===== src/rtl/exec_ctrl_pkg.sv =====
// exec_ctrl_pkg: shared opcodes, ALU codes, FSM states and psr bit indices
package exec_ctrl_pkg;
  localparam logic [3:0] OP_REG = 4'h0;
  localparam logic [3:0] OP_ADD = 4'h5;
  localparam logic [3:0] OP_SUB = 4'h9;
  localparam logic [3:0] OP_AND = 4'h1;
  localparam logic [3:0] OP_OR  = 4'h2;
  localparam logic [3:0] OP_XOR = 4'h3;
  localparam logic [3:0] OP_CMP = 4'hB;
  localparam logic [3:0] ALU_ADD = 4'b0000;
  localparam logic [3:0] ALU_SUB = 4'b1000;
  localparam logic [3:0] ALU_AND = 4'b0001;
  localparam logic [3:0] ALU_OR  = 4'b0010;
  localparam logic [3:0] ALU_XOR = 4'b0011;
  localparam int PSR_C = 0;
  localparam int PSR_L = 1;
  localparam int PSR_O = 2;
  localparam int PSR_E = 3;
  localparam int PSR_N = 4;
  typedef enum logic [2:0] {FETCH, DECODE, EXECUTE, WRITEBACK, PARK} state_t;
endpackage


===== src/rtl/instr_decode.sv =====
// instr_decode: maps an instruction word to ALU controls and writeback enables
module instr_decode
  import exec_ctrl_pkg::*;
#(
  parameter int WIDTH = 16
) (
  input  logic [15:0]      instr,
  output logic [3:0]       alu_inst,
  output logic             imm_sel,
  output logic [WIDTH-1:0] imm_val,
  output logic             writes_rf,
  output logic             writes_psr,
  output logic             illegal
);
  logic [3:0] fn;
  logic       reg_form, known, arith;
  assign reg_form   = instr[15:12] == OP_REG;
  assign fn         = reg_form ? instr[7:4] : instr[15:12];
  assign known      = fn inside {OP_ADD, OP_SUB, OP_AND, OP_OR, OP_XOR, OP_CMP};
  assign arith      = fn inside {OP_ADD, OP_SUB, OP_CMP};
  assign alu_inst   = !known ? ALU_ADD :
                      fn == OP_ADD ? ALU_ADD :
                      arith ? ALU_SUB :
                      fn == OP_AND ? ALU_AND :
                      fn == OP_OR ? ALU_OR : ALU_XOR;
  assign imm_sel    = known && !reg_form;
  assign imm_val    = !imm_sel ? '0 : arith ? WIDTH'($signed(instr[7:0])) : WIDTH'(instr[7:0]);
  assign writes_rf  = known && fn != OP_CMP;
  assign writes_psr = known && arith;
  assign illegal    = !known;
endmodule


===== src/rtl/exec_ctrl.sv =====
// exec_ctrl: four-cycle fetch/decode/execute/writeback controller with park support
module exec_ctrl
  import exec_ctrl_pkg::*;
#(
  parameter int               WIDTH    = 16,
  parameter logic [WIDTH-1:0] PC_RESET = '0
) (
  input  logic             clk,
  input  logic             reset_n,
  input  logic [15:0]      instr,
  input  logic             instr_valid,
  input  logic             hold,
  input  logic [WIDTH-1:0] alu_result,
  input  logic [4:0]       alu_flags,
  output logic             fetch_req,
  output logic [WIDTH-1:0] pc,
  output logic [3:0]       rsrc,
  output logic [3:0]       rdst,
  output logic [3:0]       alu_inst,
  output logic             imm_sel,
  output logic [WIDTH-1:0] imm_val,
  output logic             rf_we,
  output logic [3:0]       rf_waddr,
  output logic [WIDTH-1:0] rf_wdata,
  output logic [4:0]       psr,
  output logic             illegal
);
  state_t           state;
  logic [15:0]      ir;
  logic             fq, wq;
  logic [3:0]       d_alu_inst;
  logic             d_imm_sel, d_writes_rf, d_writes_psr, d_illegal;
  logic [WIDTH-1:0] d_imm_val;
  instr_decode #(.WIDTH(WIDTH)) u_dec (
    .instr      (ir),
    .alu_inst   (d_alu_inst),
    .imm_sel    (d_imm_sel),
    .imm_val    (d_imm_val),
    .writes_rf  (d_writes_rf),
    .writes_psr (d_writes_psr),
    .illegal    (d_illegal)
  );
  assign fetch_req = fq && reset_n;
  assign rf_we     = wq && reset_n;
  assign rf_wdata  = alu_result;
  always_ff @(posedge clk) begin
    if (!reset_n) begin
      state    <= FETCH;
      pc       <= PC_RESET;
      psr      <= '0;
      illegal  <= 1'b0;
      ir       <= '0;
      fq       <= 1'b0;
      wq       <= 1'b0;
      rf_waddr <= '0;
      rsrc     <= '0;
      rdst     <= '0;
      alu_inst <= '0;
      imm_sel  <= 1'b0;
      imm_val  <= '0;
    end else begin
      case (state)
        FETCH: begin
          if (fq && instr_valid) begin
            ir    <= instr;
            rdst  <= instr[11:8];
            rsrc  <= instr[3:0];
            fq    <= 1'b0;
            state <= DECODE;
          end else fq <= 1'b1;
        end
        DECODE: begin
          alu_inst <= d_alu_inst;
          imm_sel  <= d_imm_sel;
          imm_val  <= d_imm_val;
          state    <= EXECUTE;
        end
        EXECUTE: begin
          wq       <= d_writes_rf;
          rf_waddr <= ir[11:8];
          state    <= WRITEBACK;
        end
        WRITEBACK: begin
          wq    <= 1'b0;
          pc    <= pc + WIDTH'(1);
          psr   <= d_writes_psr ? alu_flags : psr;
          illegal <= illegal || d_illegal;
          fq    <= !hold;
          state <= hold ? PARK : FETCH;
        end
        PARK: begin
          fq    <= !hold;
          state <= hold ? PARK : FETCH;
        end
        default: state <= FETCH;
      endcase
    end
  end
endmodule

===== config.mk =====
export PLATFORM = sky130hd
export DESIGN_NAME = exec_ctrl
export DESIGN_NICKNAME = d
export VERILOG_FILES = /design/src/rtl/exec_ctrl_pkg.sv /design/src/rtl/instr_decode.sv /design/src/rtl/exec_ctrl.sv
export SDC_FILE = /design/constraint.sdc
export NUM_CORES = 1
export LEC_CHECK = 0
export CAP_MARGIN = 20
export CORE_MARGIN = 5
export CORE_UTILIZATION = 30
export DETAILED_ROUTE_END_ITERATION = 7
export PLACE_DENSITY = 0.59
export SYNTH_ARGS = -nofsm -noshare
export SYNTH_HDL_FRONTEND = slang
export SYNTH_SLANG_ARGS = --single-unit

===== constraint.sdc =====
create_clock -name clk -period 4.6 [get_ports clk]
set_input_delay 0.92 -clock clk [delete_from_list [all_inputs] [get_ports clk]]
set_output_delay 0.92 -clock clk [all_outputs]
set_load 0.03 [all_outputs]

After elaboration in Yosys (flattened, before gate mapping). Cells that the tools add are included.

Bits in registers: 76. Input port bits: 41. Output and inout port bits: 73. Word-level logic and storage cells: 59.

Add/subtract/negate cells: 1. Equality and inequality tests: 12. Muxes and demuxes: 14. Reduce and logical (&&, ||, !) cells: 19.

Operator list (count): $mux W16 (2); $mux W4 (5); $add A16 B1 Y16 const B (1); $pmux W3 S4 (1); $eq A4 B2 Y1 const B (2); $eq A4 B4 Y1 const B (2); $eq A3 B2 Y1 const B (2); $logic_and A1 B1 Y1 (6); $mux W3 (2); $reduce_bool A6 Y1 (1); $eq A4 B1 Y1 const B (1); $eq A4 B3 Y1 const B (1); $logic_not A4 Y1 (1); $ne A4 B4 Y1 const B (1); $pmux W1 S2 (2); $reduce_and A2 Y1 (2); $reduce_bool A2 Y1 (2); $eq A3 B1 Y1 const B (1); $eq A3 B3 Y1 const B (1); $logic_not A1 Y1 (3); $logic_not A3 Y1 (1); $reduce_bool A3 Y1 (1); $mux W1 (2); $ne A2 B2 Y1 const B (1); 2 further kinds (2).

Logic depth before layout (Yosys ltp).
Depth after elaboration: 8. Mapped depth: 7. Mapped depth without buffers: 4.

Hierarchy. From an unflattened synthesis, not the netlist that was laid out.

Cells, all modules: 390. Area total of the unflattened synthesis: 3165.5 µm².

Modules (own cells, without submodules): exec_ctrl (instances 1, cells an instance 340, area each 2827.7 µm², seq. area each 1361.3 µm²); instr_decode (instances 1, cells an instance 50, area each 337.8 µm², seq. area each 0.0 µm²).

Least setup slack after synthesis. OpenSTA, ideal clock, no wires.

Kind: input port to output port. From: input reset_n. To: output fetch_req. Arrival: 1.737 ns. Data required time: 3.680 ns. Slack: 1.943 ns. Stages on the path: 3. Buffers on the path: 2. Path through: clkbuf_1 clkbuf_1 and2_1.

Longest elaborated chain between the ends: 1.

RTL lines: from (decl) (RTL line exec_ctrl.sv:9) `input logic reset_n,`; $logic_and A1 B1 Y1 (RTL line exec_ctrl.sv:43) `assign fetch_req = fq && reset_n;`; to (decl) (RTL line exec_ctrl.sv:15) `output logic fetch_req,`.

No other way between the ends.

Worst setup path after layout.
From: input reset_n. To: output rf_we.

Longest elaborated chain between the ends: 1.

RTL lines: $logic_and A1 B1 Y1 (RTL line exec_ctrl.sv:44) `assign rf_we = wq && reset_n;`; to (decl) (RTL line exec_ctrl.sv:22) `output logic rf_we,`.

No other way between the ends.

==> impl_metrics.csv <==
group,metric,value,unit
min_path,hold_path_class,"flip-flop to flip-flop",
floorplan,die_w,108,µm
worst_setup_path,cp_max_fo,9,
logic_synthesis,synthCells,355,
logic_synthesis,synth-compound-area-share,0.161,
sta,period_minus_slack,3.43,ns
route,first_pass_iters,5,
grt,grt_overflow_total,0,
logic_synthesis,synth_top_family_by_area,"simple AND/OR/NAND/NOR gates",
final_layout,area_growth,28.1,%
grt,met3_usage,0.0412,
grt,grtUsageMet1,0.163,
power,power_density,306,nW/µm²
floorplan,initial_core_util,0.310,
floorplan,boundaryPins,114,
logic_synthesis,muxShareOfSynthArea,0.0173,
logic_synthesis,yosys_most_used_dff,"dfxtp_1",
route,wire_per_inst,13.4,µm
logic_synthesis,yosysTopAreaCell,"dfxtp_1",
grt,grt_use_total,0.126,
route,ant_nets,0,
power,p_leak,1.22,nW
sta,report.final.slew_viol_count,0,
sta,slew_headroom,0.429,
placement,post-dp-hpwl,5020,µm
logic_synthesis,synth_edf_count,0,
sta,rsz0062_at_grt,"no",
outcome,status,"finished clean",
cts,cts-hold-fix-buffers,0,
grt,gr-usage-met2,0.185,
cts,clk_pin_slew_worst_paths,0.06,ns
grt,antenna_found_initial,0,
floorplan,die_area,11700,µm²
cts,cts_resized,0,
logic_synthesis,synth.avg_cell_area,8.15,µm²
grt,grt-busiest-layer,"met2",
worst_setup_path,cp-start-kind,"primary input",
sta,finalCritPeriodShare,0.745,
grt,grt_pass1_vias,2346,
power,power.ir.vdd_worst,116,µV
logic_synthesis,netlist_area,2890,µm²
logic_synthesis,ys_ff_latch,60,
cts,cts.sinks,60,
final_layout,final_util,0.397,
floorplan,core.rowCount,35,
logic_synthesis,synth_area_leaders,"dfxtp_1 (42%), nand2_1 (9.2%), buf_4 (8.3%), a21oi_1 (5.7%), o31ai_1 (2.9%)",
grt,grt_max_degree,35,
worst_setup_path,crit_slowest_cell,"clkdlybuf4s50_1",
cts,cts_tree,"built",
logic_synthesis,synth_xor_area_frac,0.0242,
route,drc,0,
logic_synthesis,synth_top_area_frac,0.415,
logic_synthesis,netlist-cell-type-count,51,
logic_synthesis,synth_seq_area_share,0.415,
sta,hold_viol_final,0,
logic_synthesis,ys_warn_count,0,
worst_setup_path,path_class,"primary input to output port",
placement,place_area,3540,µm²
final_layout,antenna_cells,0,
floorplan,design.core.area,9330,µm²
sta,setup_viol_count_final,0,
worst_setup_path,cp.arrival,2.51,ns
cts,clock_latency,0.34,ns
final_layout,layout.nets,437,
worst_setup_path,cp.required,3.68,ns
route,viasPerCell,4.66,
cts,clockRootBuffer,"clkbuf_8",
route,vias,2462,
worst_setup_path,cp-end-kind,"output port",
power,finalPower,1.14,mW
floorplan,dieHeight,108,µm
cts,cts_buffers,9,
final_layout,postLayoutCellArea,3710,µm²
logic_synthesis,synth_simple_gate_area_frac,0.240,
cts,h-tree-depth,3,
run,maxCapViolations,0,
sta,finalSetupTns,0,ns
logic_synthesis,synth.net_count,397,
route,drt_iter0_drc,133,
sta,hold_ws,0.453,ns
placement,place_congestion,0.746,
placement,numPortBuffers,80,
worst_setup_path,slowest_delay,0.70,ns
logic_synthesis,async_flop_share,0,
worst_setup_path,path_cells,"clkdlybuf4s50_1 > and2_1 > clkdlybuf4s50_1",
sta,fmax,292,MHz
sta,worst-slew-pin-transition,0.857,ns
logic_synthesis,synth_fa_ha_area_frac,0.00433,
grt,grt_pass1_wl,11500,µm
sta,skew,0.00582,ns
worst_setup_path,cp_common_cell,"clkdlybuf4s50_1",
final_layout,drive_above_1_share,0.0576,
cts,cts_setup_buffers,0,
route,drt_wl_total,7050,µm
cts,clockBufferDepth,2,
## report_power, final
part	leakage, nW	internal [mW]	switching [mW]
clock	0.0893	0.220	0.196
sequential	0.485	0.536	0.0263
combinational	0.647	0.0651	0.0915
## worst max-delay path: cells and delay by family
| kind | cells | cell delay (ns) |
|---|---|---|
| buf+inv | 2 | 1.36 |
| simple gates | 1 | 0.23 |
## cell usage after synthesis, types with 2 or more instances
library cell	n
nand2_1	71
dfxtp_1	60
a21oi_1	33
buf_4	32
nor2_1	17
clkbuf_1	13
o21ai_0	13
inv_1	12
o31ai_1	11
and2_1	10
buf_2	7
nand4_1	6
or3_1	6
or4_1	6
xor2_1	6
mux2i_1	5
nand3_1	4
a22oi_1	2
and3_1	2
buf_6	2
nand2b_1	2
nor4b_1	2
nor4b_2	2
o211ai_1	2
o21a_1	2
xnor2_1	2
## cell type report
| type | instances | area, µm² |
|---|---|---|
| Clock inverter | 2 | 10.0 |
| Multi-Input combinational cell | 228 | 1300 |
| Fill cell | 959 | 5620 |
| Inverter | 13 | 48.8 |
| Timing Repair Buffer | 83 | 823 |
| Sequential cell | 60 | 1200 |
| Tap cell | 129 | 161 |
| Clock buffer | 13 | 159 |
## metal layers
metal	routed length, µm	vias to the layer above	share of wire
met4	144	0	0.020
met2	3050	68	0.43
met3	439	12	0.062
li1	-	1256	-
met5	0	-	0
met1	3410	1126	0.48
## metrics by stage
step                setup WS (ns)  std cells
floorplan                    1.94        355
global placement             1.17        513
detailed placement           1.18        513
CTS                          1.16        528
global route                 1.08        528
finish                       1.17        528
## placed cells by master, fill, tap and decap left out, drive strengths merged, types with 2 or more instances in the layout
cell / count
a211oi: 2
nor4b: 4
a22oi: 2
clkinv: 3
xnor2: 2
nand4: 7
o211ai: 2
nand2: 71
or3: 6
o21a: 2
clkbuf: 13
nor2: 17
xor2: 6
clkdlybuf4s50: 80
o21ai: 13
and2: 10
or4: 6
mux2i: 5
a21oi: 33
o31ai: 11
dfxtp: 60
inv: 12
buf: 3
nand2b: 2
and3: 2
nand3: 4
## path summary, 6_finish.rpt
check,start,end,slack [ns],cells past startpoint
setup / recovery,reset_n,rf_we,1.17,3
hold / removal,illegal$_SDFFE_PN0N_,illegal$_SDFFE_PN0N_,0.45,2
setup reg to reg,state[0]$_SDFFE_PN0P_,alu_inst[0]$_SDFFE_PN0P_,2.26,4
hold reg to reg,illegal$_SDFFE_PN0N_,illegal$_SDFFE_PN0N_,0.45,2
## registers in the layout, summed over array words and instances (netlist names)
name,flops
illegal,1
imm_sel,1
alu_inst,3
psr,5
rdst,3
fq,1
state,3
rsrc,3
rf_waddr,4
ir,10
pc,16
imm_val,9
wq,1
## cell families after synthesis
kind of cell / count (synthesis)
adder cells (fa/ha/maj): 1
flip-flops: 60
buffers and inverters: 67
XOR/XNOR: 8
multiplexers: 5
AND/OR/NAND/NOR: 139
other: 1
AO/OA/AOI/OAI: 74
No activity file was read; power rests on OpenSTA's default activity.
